File: src/rtl/alarm_sched_if.sv
// alarm_sched_if: scheduler inputs from the time/alarm datapath
// and buzzer/status outputs back to the display logic.
interface alarm_sched_if;
    logic       sectick;
    logic       match;
    logic       alarmon;
    logic [2:0] day;
    logic [6:0] daymask;
    logic       snooze;
    logic       stop;
    logic       buzz;
    logic       snoozing;
    logic [1:0] snzleft;

    modport master (
        output sectick, match, alarmon, day, daymask,
        output snooze, stop,
        input  buzz, snoozing, snzleft
    );

    modport slave (
        input  sectick, match, alarmon, day, daymask,
        input  snooze, stop,
        output buzz, snoozing, snzleft
    );
endinterface

File: src/rtl/alarm_sched.sv
// alarm_sched: ring / snooze / auto-off sequencer for the alarm clock.
// Snooze support is built only when ALARM_SNOOZE_EN is defined.
module alarm_sched #(
    parameter int RING_S   = 60,
    parameter int SNOOZE_S = 540,
    parameter int MAX_SNZ  = 3
) (
    input  logic          pulse,
    input  logic          reset,
    alarm_sched_if.slave  ifc
);
    localparam int RW = (RING_S > 1) ? $clog2(RING_S) : 1;

`ifdef ALARM_SNOOZE_EN
    localparam int SW = $clog2(SNOOZE_S + 1);

    typedef enum logic [1:0] {
        IDLE    = 2'd0,
        RINGING = 2'd1,
        SNOOZE  = 2'd2
    } state_t;

    logic [SW-1:0] snz_q, snz_d;
    logic [1:0]    left_q, left_d;
`else
    typedef enum logic [0:0] {
        IDLE    = 1'b0,
        RINGING = 1'b1
    } state_t;
`endif

    state_t        state_q, state_d;
    logic          match_q;
    logic [RW-1:0] ring_q, ring_d;
    logic [7:0]    dm8;
    logic          mrise;
    logic          arm;

    assign dm8   = {1'b0, ifc.daymask};
    assign mrise = ifc.match & ~match_q;
    assign arm   = mrise & ifc.alarmon
                 & (ifc.day != 3'd7) & dm8[ifc.day];

    // match_q follows Match even in reset so a level held
    // across reset or disable is never seen as a fresh rise
    always_ff @(posedge pulse) begin
        match_q <= ifc.match;
        if (reset) begin
            state_q <= IDLE;
            ring_q  <= '0;
`ifdef ALARM_SNOOZE_EN
            snz_q   <= '0;
            left_q  <= '0;
`endif
        end else begin
            state_q <= state_d;
            ring_q  <= ring_d;
`ifdef ALARM_SNOOZE_EN
            snz_q   <= snz_d;
            left_q  <= left_d;
`endif
        end
    end

    always_comb begin
        state_d = state_q;
        ring_d  = ring_q;
`ifdef ALARM_SNOOZE_EN
        snz_d   = snz_q;
        left_d  = left_q;
`endif
        if (!ifc.alarmon || ifc.stop) begin
            state_d = IDLE;
        end else begin
            unique case (state_q)
                IDLE: begin
                    if (arm) begin
                        state_d = RINGING;
`ifdef ALARM_SNOOZE_EN
                        left_d  = 2'(MAX_SNZ);
`endif
                    end
                end
                RINGING: begin
`ifdef ALARM_SNOOZE_EN
                    if (ifc.snooze && left_q != 2'd0) begin
                        state_d = SNOOZE;
                        snz_d   = SW'(SNOOZE_S);
                        left_d  = left_q - 2'd1;
                    end else
`endif
                    if (ifc.sectick) begin
                        if (ring_q == RW'(RING_S - 1))
                            state_d = IDLE;
                        else
                            ring_d = ring_q + 1'b1;
                    end
                end
`ifdef ALARM_SNOOZE_EN
                SNOOZE: begin
                    if (ifc.sectick) begin
                        if (snz_q == SW'(1))
                            state_d = RINGING;
                        else if (snz_q != '0)
                            snz_d = snz_q - 1'b1;
                    end
                end
`endif
                default: state_d = IDLE;
            endcase
        end
        if (state_d != RINGING)
            ring_d = '0;
`ifdef ALARM_SNOOZE_EN
        if (state_d != SNOOZE)
            snz_d = '0;
        if (state_d == IDLE)
            left_d = '0;
`endif
    end

    assign ifc.buzz = (state_q == RINGING);

`ifdef ALARM_SNOOZE_EN
    assign ifc.snoozing = (state_q == SNOOZE);
    assign ifc.snzleft  = left_q;
`else
    logic unused_ok;
    assign unused_ok    = ^{ifc.snooze, SNOOZE_S[0], MAX_SNZ[0]};
    assign ifc.snoozing = 1'b0;
    assign ifc.snzleft  = 2'd0;
`endif
endmodule
File: src/flat_wrapper.sv
// flat-port wrapper written by rule: the top's interface ports become plain ports
module alarm_sched_flat 
#(
    parameter int RING_S   = 60,
    parameter int SNOOZE_S = 540,
    parameter int MAX_SNZ  = 3
)
  (pulse, reset, ifc_sectick, ifc_match, ifc_alarmon, ifc_day, ifc_daymask, ifc_snooze, ifc_stop, ifc_buzz, ifc_snoozing, ifc_snzleft);
  alarm_sched_if ifc_i ();
  input  logic pulse;
  input  logic reset;
  input wire logic [$bits(ifc_i.sectick)-1:0] ifc_sectick;
  input wire logic [$bits(ifc_i.match)-1:0] ifc_match;
  input wire logic [$bits(ifc_i.alarmon)-1:0] ifc_alarmon;
  input wire logic [$bits(ifc_i.day)-1:0] ifc_day;
  input wire logic [$bits(ifc_i.daymask)-1:0] ifc_daymask;
  input wire logic [$bits(ifc_i.snooze)-1:0] ifc_snooze;
  input wire logic [$bits(ifc_i.stop)-1:0] ifc_stop;
  output wire logic [$bits(ifc_i.buzz)-1:0] ifc_buzz;
  output wire logic [$bits(ifc_i.snoozing)-1:0] ifc_snoozing;
  output wire logic [$bits(ifc_i.snzleft)-1:0] ifc_snzleft;
  assign ifc_i.sectick = ifc_sectick;
  assign ifc_i.match = ifc_match;
  assign ifc_i.alarmon = ifc_alarmon;
  assign ifc_i.day = ifc_day;
  assign ifc_i.daymask = ifc_daymask;
  assign ifc_i.snooze = ifc_snooze;
  assign ifc_i.stop = ifc_stop;
  assign ifc_buzz = ifc_i.buzz;
  assign ifc_snoozing = ifc_i.snoozing;
  assign ifc_snzleft = ifc_i.snzleft;
  alarm_sched #(.RING_S(RING_S), .SNOOZE_S(SNOOZE_S), .MAX_SNZ(MAX_SNZ)) u_core (.pulse(pulse), .reset(reset), .ifc(ifc_i));
endmodule
File: config.mk
export PLATFORM = sky130hd
export DESIGN_NAME = alarm_sched_flat
export DESIGN_NICKNAME = d
export VERILOG_FILES = /design/src/rtl/alarm_sched_if.sv /design/src/rtl/alarm_sched.sv /design/src/flat_wrapper.sv
export SDC_FILE = /design/constraint.sdc
export NUM_CORES = 1
export LEC_CHECK = 0
export BUFFER_PORTS_ARGS = -buffer_cell sky130_fd_sc_hd__buf_4
export CAP_MARGIN = 5
export CELL_PAD_IN_SITES_DETAIL_PLACEMENT = 1
export CELL_PAD_IN_SITES_GLOBAL_PLACEMENT = 1
export CORE_MARGIN = 5
export CORE_UTILIZATION = 34
export CTS_CLUSTER_DIAMETER = 60
export DETAILED_ROUTE_END_ITERATION = 10
export GPL_TIMING_DRIVEN = 0
export PLACE_DENSITY_LB_ADDON = 0.15
export SYNTH_ARGS = -nofsm -noshare
export SYNTH_HDL_FRONTEND = slang
export SYNTH_SLANG_ARGS = --single-unit
File: constraint.sdc
create_clock -name pulse -period 3.5 [get_ports pulse]
set_input_delay 0.35 -clock pulse [delete_from_list [all_inputs] [get_ports pulse]]
set_output_delay 0.35 -clock pulse [all_outputs]
set_load 0.05 [all_outputs]
==> reports/metrics.csv, run 1 <==
stage;metric;value;unit
hold_path;Min-Delay Path Class;input port to flop;
clock_tree;clock root cell;clkbuf_4;
finish;Final Util;49.3;%
pwr;Static Leakage;0.250;nW
worst_setup_path;WS Path Type;flop to flop;
grt;initial antenna violation count;0;
worst_setup_path;Reg-to-Reg Start;u_core.ring_q[0];
clock_tree;clk buf depth;2;
run;Max Cap Violations;0;
detailed_routing;post-DR vias/cell;5.30;
worst_setup_path;Critical Path End Type;flop;
clock_tree;cts bufs inserted;3;
hold_path;min-delay src;ifc_match;
worst_setup_path;worst setup path start;u_core.ring_q[0];
clock_tree;H-Tree Depth;1;
synth;Mapped Cells;52;
sta;setup tns final;0;ns
grt;vias in the first global route;455;
detailed_routing;Pre-antenna DRT Iters;2;
synth;Distinct cells, synth;27;
detailed_routing;WL final;1270;um
sta;Final WS setup;2.01;ns
hold_path;worst hold stages;1;
sta;Fin. Hold Viols;0;
finish;cell area after layout;658;um^2
clock_tree;post-cts sizing count;0;
finish;commonest non-fill, non-tap cells in the layout;19 x buf_4, 8 x dfxtp_1, 6 x nor3_1;
grt;total gr overflow;0;
placement;DP Area;636;um^2
placement;placer congestion estimate;0.716;
clock_tree;CTS tree;done;
synth;Synthesis Warnings;0;
floorplan;Die Width;47.9;um
sta;slew margin rel.;62.6;%
detailed_routing;DRC viols;0;
detailed_routing;Antenna Violating Nets Remaining;0;
synth;Async SR Flop Fraction;0;%
sta;setup violators final;0;
grt;largest net degree at the start of global routing;8;
grt;first-pass GRT wire length;1950;um
sta;Max Clock Skew;0.00954;ns
clock_tree;clock tree sinks;8;
worst_setup_path;flop-to-flop setup slack;2.01;ns
worst_setup_path;critical path data arrival time;1.61;ns
pwr;PwrDens;306;mW/mm^2
clock_tree;Post-CTS Setup Inserts;0;
worst_setup_path;WP data required;3.62;ns
synth;register area share after synthesis;32.7;%
detailed_routing;routed vias;466;
placement;post-detail-place hpwl;951;um
synth;ys flop type;dfxtp_1;
finish;fraction of layout cells with a size suffix above 1;38.4;%
sta;final worst path period need;1.49;ns
placement;DP Worst Slack;2.02;ns
grt;aggregate global-route resource usage;12.9;%
clock_tree;Hold Buf Count CTS;0;
placement;Port Buffers;16;
detailed_routing;WL/cell;14.4;um
floorplan;die area;0.00230;mm^2
status;status;complete, no violations;
sta;Worst-Margin Slew;0.557;ns
floorplan;placement row count;13;
sta;Slew Viols, Final;0;
floorplan;core area;0.00133;mm^2
clock_tree;Worst-Skew Late Latency;0.26;ns
floorplan;Die Height;47.9;um
synth;Seq cells post-synth;8;
sta;crit share post-route;42.6;%
pwr;Power, Total;0.202;mW
finish;most common cell after layout, fill and taps aside;buf_4;
clock_tree;CTS clock-pin slew for the worst setup and hold paths;0.06;ns
detailed_routing;initial DRC count;4;
synth;mapped cell area;489;um^2
synth;Post-synth EDFFs;0;
finish;synth-to-layout area growth;34.5;%
floorplan;Initial Util;36.7;%
worst_setup_path;R2R cell count;4;
sta;Max Freq;671;MHz
sta;RSZ-0062 raised after global routing;no;
finish;n_diodes;0;
pwr;Peak VDD IR;0.233;mV
worst_setup_path;maximum fanout along the worst path;7;
floorplan;io pins;21;
finish;NumNets Final;93;
worst_setup_path;Worst setup SP type;flop;
synth;Syn Area/Cell;9.41;um^2
-- critical path, cell delays in order (launching register included) --
cell	delay, ns
dfxtp_1	0.38
ha_1	0.29
nand4_1	0.12
o21ai_1	0.47
nor3_1	0.10
-- final cells by class --
type	count	area (um^2)
clock buffers	3	22.5
fillers	174	676
inverters	1	3.75
flip-flops and latches	8	160
plain buffers	3	22.5
well taps	15	18.8
multi-input cells	42	310
repair buffers	16	120
-- sequential cells by signal, summed over array words and instances (netlist names) --
signal / count
u_core.match_q: 1
u_core.ring_q: 6
u_core.ifc.buzz: 1
-- Yosys cell counts, types with 2 or more instances --
master    n  area share [%]
dfxtp_1   8              33
nor3_1    6             6.1
nand2_1   5             3.8
buf_4     3             4.6
mux2i_1   3             6.1
xnor2_1   3             5.4
a211oi_2  2             5.1
nor2_1    2             1.5
nor2b_1   2             2.6
-- stage by stage --
stage	cells	hold WS (ns)
final	88	0.193
after floorplan	54	0.378
after detailed placement	85	0.466
after global placement	85	0.466
after CTS	88	0.198
after global routing	88	0.191
-- where the power goes --
group	switching [mW]	leakage (nW)	internal (mW)	total, mW
Sequential	0.000436	0.0648	0.0918	0.0922
Combinational	0.0176	0.172	0.0174	0.0350
Clock	0.0349	0.0138	0.0395	0.0744
Total	0.0529	0.250	0.149	0.202
-- routing by layer --
layer | routed length (um) | vias up | GRT usage [%] | share of wire (%)
li1 | - | 232 | - | -
met1 | 539 | 214 | 14.4 | 42
met2 | 606 | 15 | 21.6 | 48
met3 | 90 | 5 | 3.38 | 7.1
met4 | 33 | 0 | 8.06 | 2.6
met5 | 0 | - | 0 | 0
-- cell families (layout without fill, tap and decap cells) --
logic type                 after synthesis  count (layout)  synth area share [%]
other                                    1               3                 0.767
xor gates and xnor gates                 3               3                  5.37
buffers and inverters                    4              23                  5.37
AOI/OAI and AO/OA                       10              10                  19.2
and+or+nand+nor                         22              22                  27.9
adders and majority gates                1               1                  2.56
DFF                                      8               8                  32.7
muxes                                    3               3                  6.14
-- final timing paths --
path / end
max: u_core.ring_q[0]
min: u_core.match_q
min reg2reg: u_core.ring_q[4]
max reg2reg: u_core.ring_q[0]
Note: power is estimated with default switching activity, not from simulation.
==> run 2: changes to the inputs <==
- ABC_AREA: not set -> 1
- CORE_UTILIZATION: 34 -> 32
- clock period: 3.5 -> 1.4 ns (I/O delays scaled with it)
==> run 2 against run 1 <==
Compared with the run above: wire length is 9.2% higher; non-clock buffer count up 1; critical path depth is 2 higher; final cell count is 57% higher; count of clock-buffer cells in the layout is the same; design area grew 22%; critical path type unchanged; critical endpoint is now u_core.ring_q[1]; largest cell class unchanged.
==> reports/metrics.csv, run 2 <==
stage;metric;value;unit
status;status;complete, no violations;
sta;Max Freq;791;MHz
clock_tree;cts bufs inserted;3;
synth;Mapped Cells;91;
clock_tree;CTS clock-pin slew for the worst setup and hold paths;0.06;ns
placement;DP Area;756;um^2
sta;RSZ-0062 raised after global routing;no;
detailed_routing;initial DRC count;0;
worst_setup_path;Reg-to-Reg Start;u_core.ring_q[1];
placement;Port Buffers;16;
sta;Max Clock Skew;0.00291;ns
clock_tree;clk buf depth;2;
clock_tree;Post-CTS Setup Inserts;0;
worst_setup_path;WS Path Type;flop to flop;
sta;Fin. Hold Viols;0;
hold_path;Min-Delay Path Class;input port to flop;
pwr;PwrDens;625;mW/mm^2
floorplan;Die Width;53.2;um
clock_tree;H-Tree Depth;1;
grt;vias in the first global route;559;
detailed_routing;DRC viols;0;
finish;fraction of layout cells with a size suffix above 1;34.5;%
synth;Async SR Flop Fraction;0;%
synth;Synth area leaders;dfxtp_1 27%, nand2_1 13%, inv_1 10%, nor2_2 6.3%, xor2_1 5.9%;
synth;Synth area leader;dfxtp_1;
finish;most common cell after layout, fill and taps aside;nand2_1;
synth;Synthesis Warnings;0;
grt;first-pass GRT wire length;2330;um
synth;ys flop type;dfxtp_1;
synth;register area share after synthesis;26.8;%
clock_tree;clock tree sinks;8;
grt;total gr overflow;0;
grt;aggregate global-route resource usage;11.8;%
floorplan;io pins;21;
placement;post-detail-place hpwl;1150;um
clock_tree;CTS tree;done;
floorplan;core area;0.00175;mm^2
finish;Largest register FFs;6;
pwr;Peak VDD IR;0.356;mV
sta;setup violators final;0;
placement;placer congestion estimate;0.730;
sta;setup tns final;0;ns
detailed_routing;WL/cell;10.0;um
floorplan;die area;0.00283;mm^2
worst_setup_path;Critical Path End Type;flop;
worst_setup_path;maximum fanout along the worst path;7;
synth;most frequent cells after synthesis;21 x nand2_1, 16 x inv_1, 9 x nor2_1;
detailed_routing;WL final;1390;um
synth;post-synth top area share;26.8;%
synth;Distinct cells, synth;22;
worst_setup_path;worst setup path start;u_core.ring_q[1];
sta;Slew Viols, Final;0;
detailed_routing;post-DR vias/cell;4.19;
worst_setup_path;Worst setup SP type;flop;
floorplan;placement row count;15;
grt;largest net degree at the start of global routing;8;
detailed_routing;Pre-antenna DRT Iters;1;
synth;mapped cell area;597;um^2
synth;Syn Area/Cell;6.56;um^2
worst_setup_path;critical path data arrival time;1.41;ns
hold_path;min-delay src;reset;
clock_tree;Worst-Skew Late Latency;0.26;ns
synth;most frequent cell after synthesis;nand2_1;
clock_tree;clock root cell;clkbuf_4;
finish;n_diodes;0;
synth;Seq cells post-synth;8;
worst_setup_path;WP data required;1.55;ns
floorplan;Die Height;53.2;um
finish;commonest non-fill, non-tap cells in the layout;21 x nand2_1, 19 x buf_4, 16 x inv_1;
finish;fill cell count;243;
finish;synth-to-layout area growth;34.4;%
finish;Top reg by flops;u_core.ring_q;
finish;Final Util;45.9;%
sta;final worst path period need;1.26;ns
synth;Post-synth EDFFs;0;
grt;initial antenna violation count;0;
pwr;Static Leakage;0.366;nW
detailed_routing;Antenna Violating Nets Remaining;0;
finish;cell area after layout;802;um^2
detailed_routing;routed vias;578;
finish;NumNets Final;133;
run;Max Cap Violations;0;
floorplan;Initial Util;34.2;%
sta;crit share post-route;90.3;%
==> run 2: worst max-delay path: stages, from the launching register on <==
cell and delay (ns):
dfxtp_1 0.41, ha_4 0.19, nand4_4 0.15, o21ai_1 0.15
inv_1 0.08, nand2_4 0.14, nor2_2 0.04
==> run 2: path summary, 6_finish.rpt <==
kind / endpoint / slack [ns] / depth (start not counted)
worst min-delay path: u_core.ring_q[0] / 0.34 / 6
worst max-delay path: u_core.ring_q[1] / 0.14 / 6
worst max register to register: u_core.ring_q[1] / 0.14 / 6
worst min register to register: u_core.ring_q[0] / 0.59 / 2
==> run 2: area by class of cell <==
cell class	count	area (um^2)	area share, %
Buffer	3	22.5	2.81
Timing Repair Buffer	17	130	16.2
Multi-Input combinational cell	62	359	44.8
Tap cell	25	31.3	3.90
Clock buffer	3	22.5	2.81
Sequential cell	8	161	20.1
Inverter	20	75.1	9.36
==> run 2: metal layers <==
layer	vias up	wire length, um	share of wire [%]	global-route usage, %
met1	251	562	41	11.3
met3	5	86	6.2	2.54
met5	-	0	0	0
li1	309	-	-	-
met2	13	697	50	21.5
met4	0	39	2.8	8.94
==> run 2: cells by family (layout without fill, tap and decap cells) <==
logic type,count (synthesis),count (layout),share of synthesized area (%)
other,1,3,0.628
DFF,8,8,26.8
AOI/OAI and AO/OA,5,5,4.82
and+or+nand+nor,48,48,41.9
buffers and inverters,23,43,16.4
adders and majority gates,1,1,2.10
xor gates and xnor gates,5,5,7.34
==> run 2: through the flow <==
stage	std cells	power [mW]	setup WS [ns]	hold WS [ns]
2_1_floorplan	93	0.284	0.00601	0.168
3_3_place_gp	134	0.323	0.0259	0.256
3_5_place_dp	134	0.324	0.0234	0.257
4_1_cts	138	0.510	0.00910	0.343
5_1_grt	138	0.532	0.000736	0.402
6_report	138	0.502	0.136	0.338
==> run 2: what timing repair did <==
action,4_1_cts,5_1_grt
endpoints found under the hold margin,1,0
gates resized for setup,0,3
hold buffers,1,0
setup endpoints to repair,0,7
==> run 2: report_power, final <==
part,total [mW],internal (mW),switching (mW)
Combinational,0.0909,0.0447,0.0462
Sequential,0.230,0.229,0.000642
Clock,0.181,0.0984,0.0822
Total,0.502,0.373,0.129
==> run 3: changes to the inputs <==
- CAP_MARGIN: 5 -> 20
- PLACE_DENSITY: not set -> 0.73
- PLACE_DENSITY_LB_ADDON: 0.15 -> not set
==> run 3 against run 2 <==
Compared with the run above: maximum frequency down 0.36%; sequential cell count unchanged; wire length down 4.9%; combinational power about the same; critical endpoint is now u_core.ring_q[0]; largest power group unchanged.
==> reports/metrics.csv, run 3 (synthesis results as in run 2) <==
stage;metric;value;unit
sta;Slew Viols, Final;0;
placement;Port Buffers;16;
status;status;complete, no violations;
detailed_routing;post-DR vias/cell;4.09;
clock_tree;cts bufs inserted;3;
clock_tree;CTS tree;done;
sta;Final WS setup;0.131;ns
worst_setup_path;Reg-to-Reg Start;u_core.ring_q[1];
detailed_routing;Pre-antenna DRT Iters;3;
worst_setup_path;Worst setup SP type;flop;
floorplan;Die Width;53.2;um
worst_setup_path;WS Path Type;flop to flop;
pwr;Logic pwr share;18.1;%
clock_tree;clock root cell;clkbuf_4;
detailed_routing;initial DRC count;4;
sta;RSZ-0062 raised after global routing;no;
pwr;Int Power;0.373;mW
grt;first-pass GRT wire length;2350;um
grt;total gr overflow;0;
worst_setup_path;R2R cell count;6;
placement;DP Worst Slack;0.000755;ns
detailed_routing;routed vias;565;
worst_setup_path;reg2reg end;u_core.ring_q[0];
pwr;Seq pwr share;45.8;%
pwr;PwrDens;627;mW/mm^2
sta;Fin. Hold Viols;0;
detailed_routing;DRC viols;0;
clock_tree;Worst-Skew Late Latency;0.26;ns
finish;most common cell after layout, fill and taps aside;nand2_1;
worst_setup_path;maximum fanout along the worst path;7;
pwr;Static Leakage;0.366;nW
clock_tree;CTS clock-pin slew for the worst setup and hold paths;0.05;ns
sta;setup tns final;0;ns
worst_setup_path;WP data required;1.56;ns
worst_setup_path;Critical Path End Type;flop;
detailed_routing;WL/cell;9.55;um
worst_setup_path;flop-to-flop setup slack;0.13;ns
clock_tree;clk buf depth;2;
hold_path;worst hold stages;6;
detailed_routing;WL final;1320;um
finish;synth-to-layout area growth;34.4;%
finish;Largest register FFs;6;
grt;largest net degree at the start of global routing;8;
grt;aggregate global-route resource usage;11.9;%
placement;placer congestion estimate;0.763;
pwr;Power, Total;0.503;mW
pwr;switching pwr;0.130;mW
pwr;Peak VDD IR;0.342;mV
floorplan;placement row count;15;
run;Max Cap Violations;0;
grt;vias in the first global route;557;
detailed_routing;Antenna Violating Nets Remaining;0;
floorplan;core area;0.00175;mm^2
pwr;Clock power frac;36.2;%
sta;setup violators final;0;
floorplan;io pins;21;
clock_tree;clock tree sinks;8;
hold_path;Min-Delay Path Class;input port to flop;
clock_tree;H-Tree Depth;1;
finish;n_diodes;0;
sta;final worst path period need;1.27;ns
floorplan;Initial Util;34.2;%
finish;Top reg by flops;u_core.ring_q;
sta;crit share post-route;90.6;%
finish;fraction of layout cells with a size suffix above 1;34.5;%
finish;NumNets Final;133;
clock_tree;Post-CTS Setup Inserts;0;
finish;commonest non-fill, non-tap cells in the layout;21 x nand2_1, 19 x buf_4, 16 x inv_1;
hold_path;end of the worst hold path;u_core.ring_q[1];
pwr;switching part of the total power;25.9;%
floorplan;die area;0.00283;mm^2
grt;initial antenna violation count;0;
sta;Max Clock Skew;0.00348;ns
placement;post-detail-place hpwl;1100;um
floorplan;Die Height;53.2;um
worst_setup_path;critical path data arrival time;1.43;ns
hold_path;min-delay src;reset;
sta;Max Freq;788;MHz
-- run 3: cell counts in the layout (fill, tap and decap cells not counted) --
Identical to the previous run, type by type.
-- run 3: repair_timing --
| action | CTS | global route |
|---|---|---|
| cloned | 0 | 0 |
| endpoints found under the hold margin | 1 | 0 |
| resized for setup | 1 | 2 |
| endpoints found under the setup margin | 4 | 7 |
| hold buffers | 1 | 0 |
| pin swaps | 0 | 0 |
-- run 3: per-stage QoR --
step / cell area [um^2] / utilization, % / std cells / hold WS [ns]
CTS: 791 / 45.3 / 138 / 0.334
detailed placement: 756 / 43.3 / 134 / 0.255
finish: 802 / 45.9 / 138 / 0.326
floorplan: 604 / - / 93 / 0.168
global route: 802 / 45.9 / 138 / 0.348
global placement: 756 / 43.3 / 134 / 0.256
-- run 3: final cells by class --
class                   count  area [um^2]
plain buffers               3         22.5
clock buffers               3         22.5
fillers                   248          943
inverters                  20         75.1
multi-input cells          62          359
flip-flops and latches      8          161
well taps                  25         31.3
repair buffers             17          130
-- run 3: how the worst max path moves through the flow --
stage | startpoint | endpoint | slack, ns
final | u_core.ring_q[1] | u_core.ring_q[0] | 0.13
after global routing | u_core.ring_q[1] | u_core.ring_q[3] | 0.01
after CTS | u_core.ring_q[0] | u_core.ring_q[0] | 0.04
after detailed placement | u_core.ring_q[0] | u_core.ring_q[0] | 0.0008
after global placement | u_core.ring_q[0] | u_core.ring_q[0] | 0.04
after floorplan | u_core.ifc.buzz | u_core.ring_q[5] | 0.006
-- run 3: worst max-delay path: stages, from the launching register on --
cell	delay, ns
dfxtp_1	0.41
ha_4	0.20
nand4_4	0.15
o21ai_1	0.15
inv_1	0.08
nand2_4	0.13
nor2_2	0.04
-- run 3: routing by layer --
metal,routed length (um),up-vias,global-route usage (%)
li1,-,309,-
met1,582,236,13.3
met2,602,15,18.4
met3,83,5,4.23
met4,50,0,8.94
met5,0,-,0
-- run 3: power by group through the flow --
| stage | combinational [mW] | sequential (mW) | clock, mW |
|---|---|---|---|
| 2_1_floorplan | 0.0486 | 0.236 | 0 |
| 3_3_place_gp | 0.0880 | 0.235 | 0 |
| 3_5_place_dp | 0.0891 | 0.235 | 0 |
| 4_1_cts | 0.0918 | 0.230 | 0.193 |
| 5_1_grt | 0.102 | 0.230 | 0.212 |
| 6_report | 0.0909 | 0.230 | 0.182 |
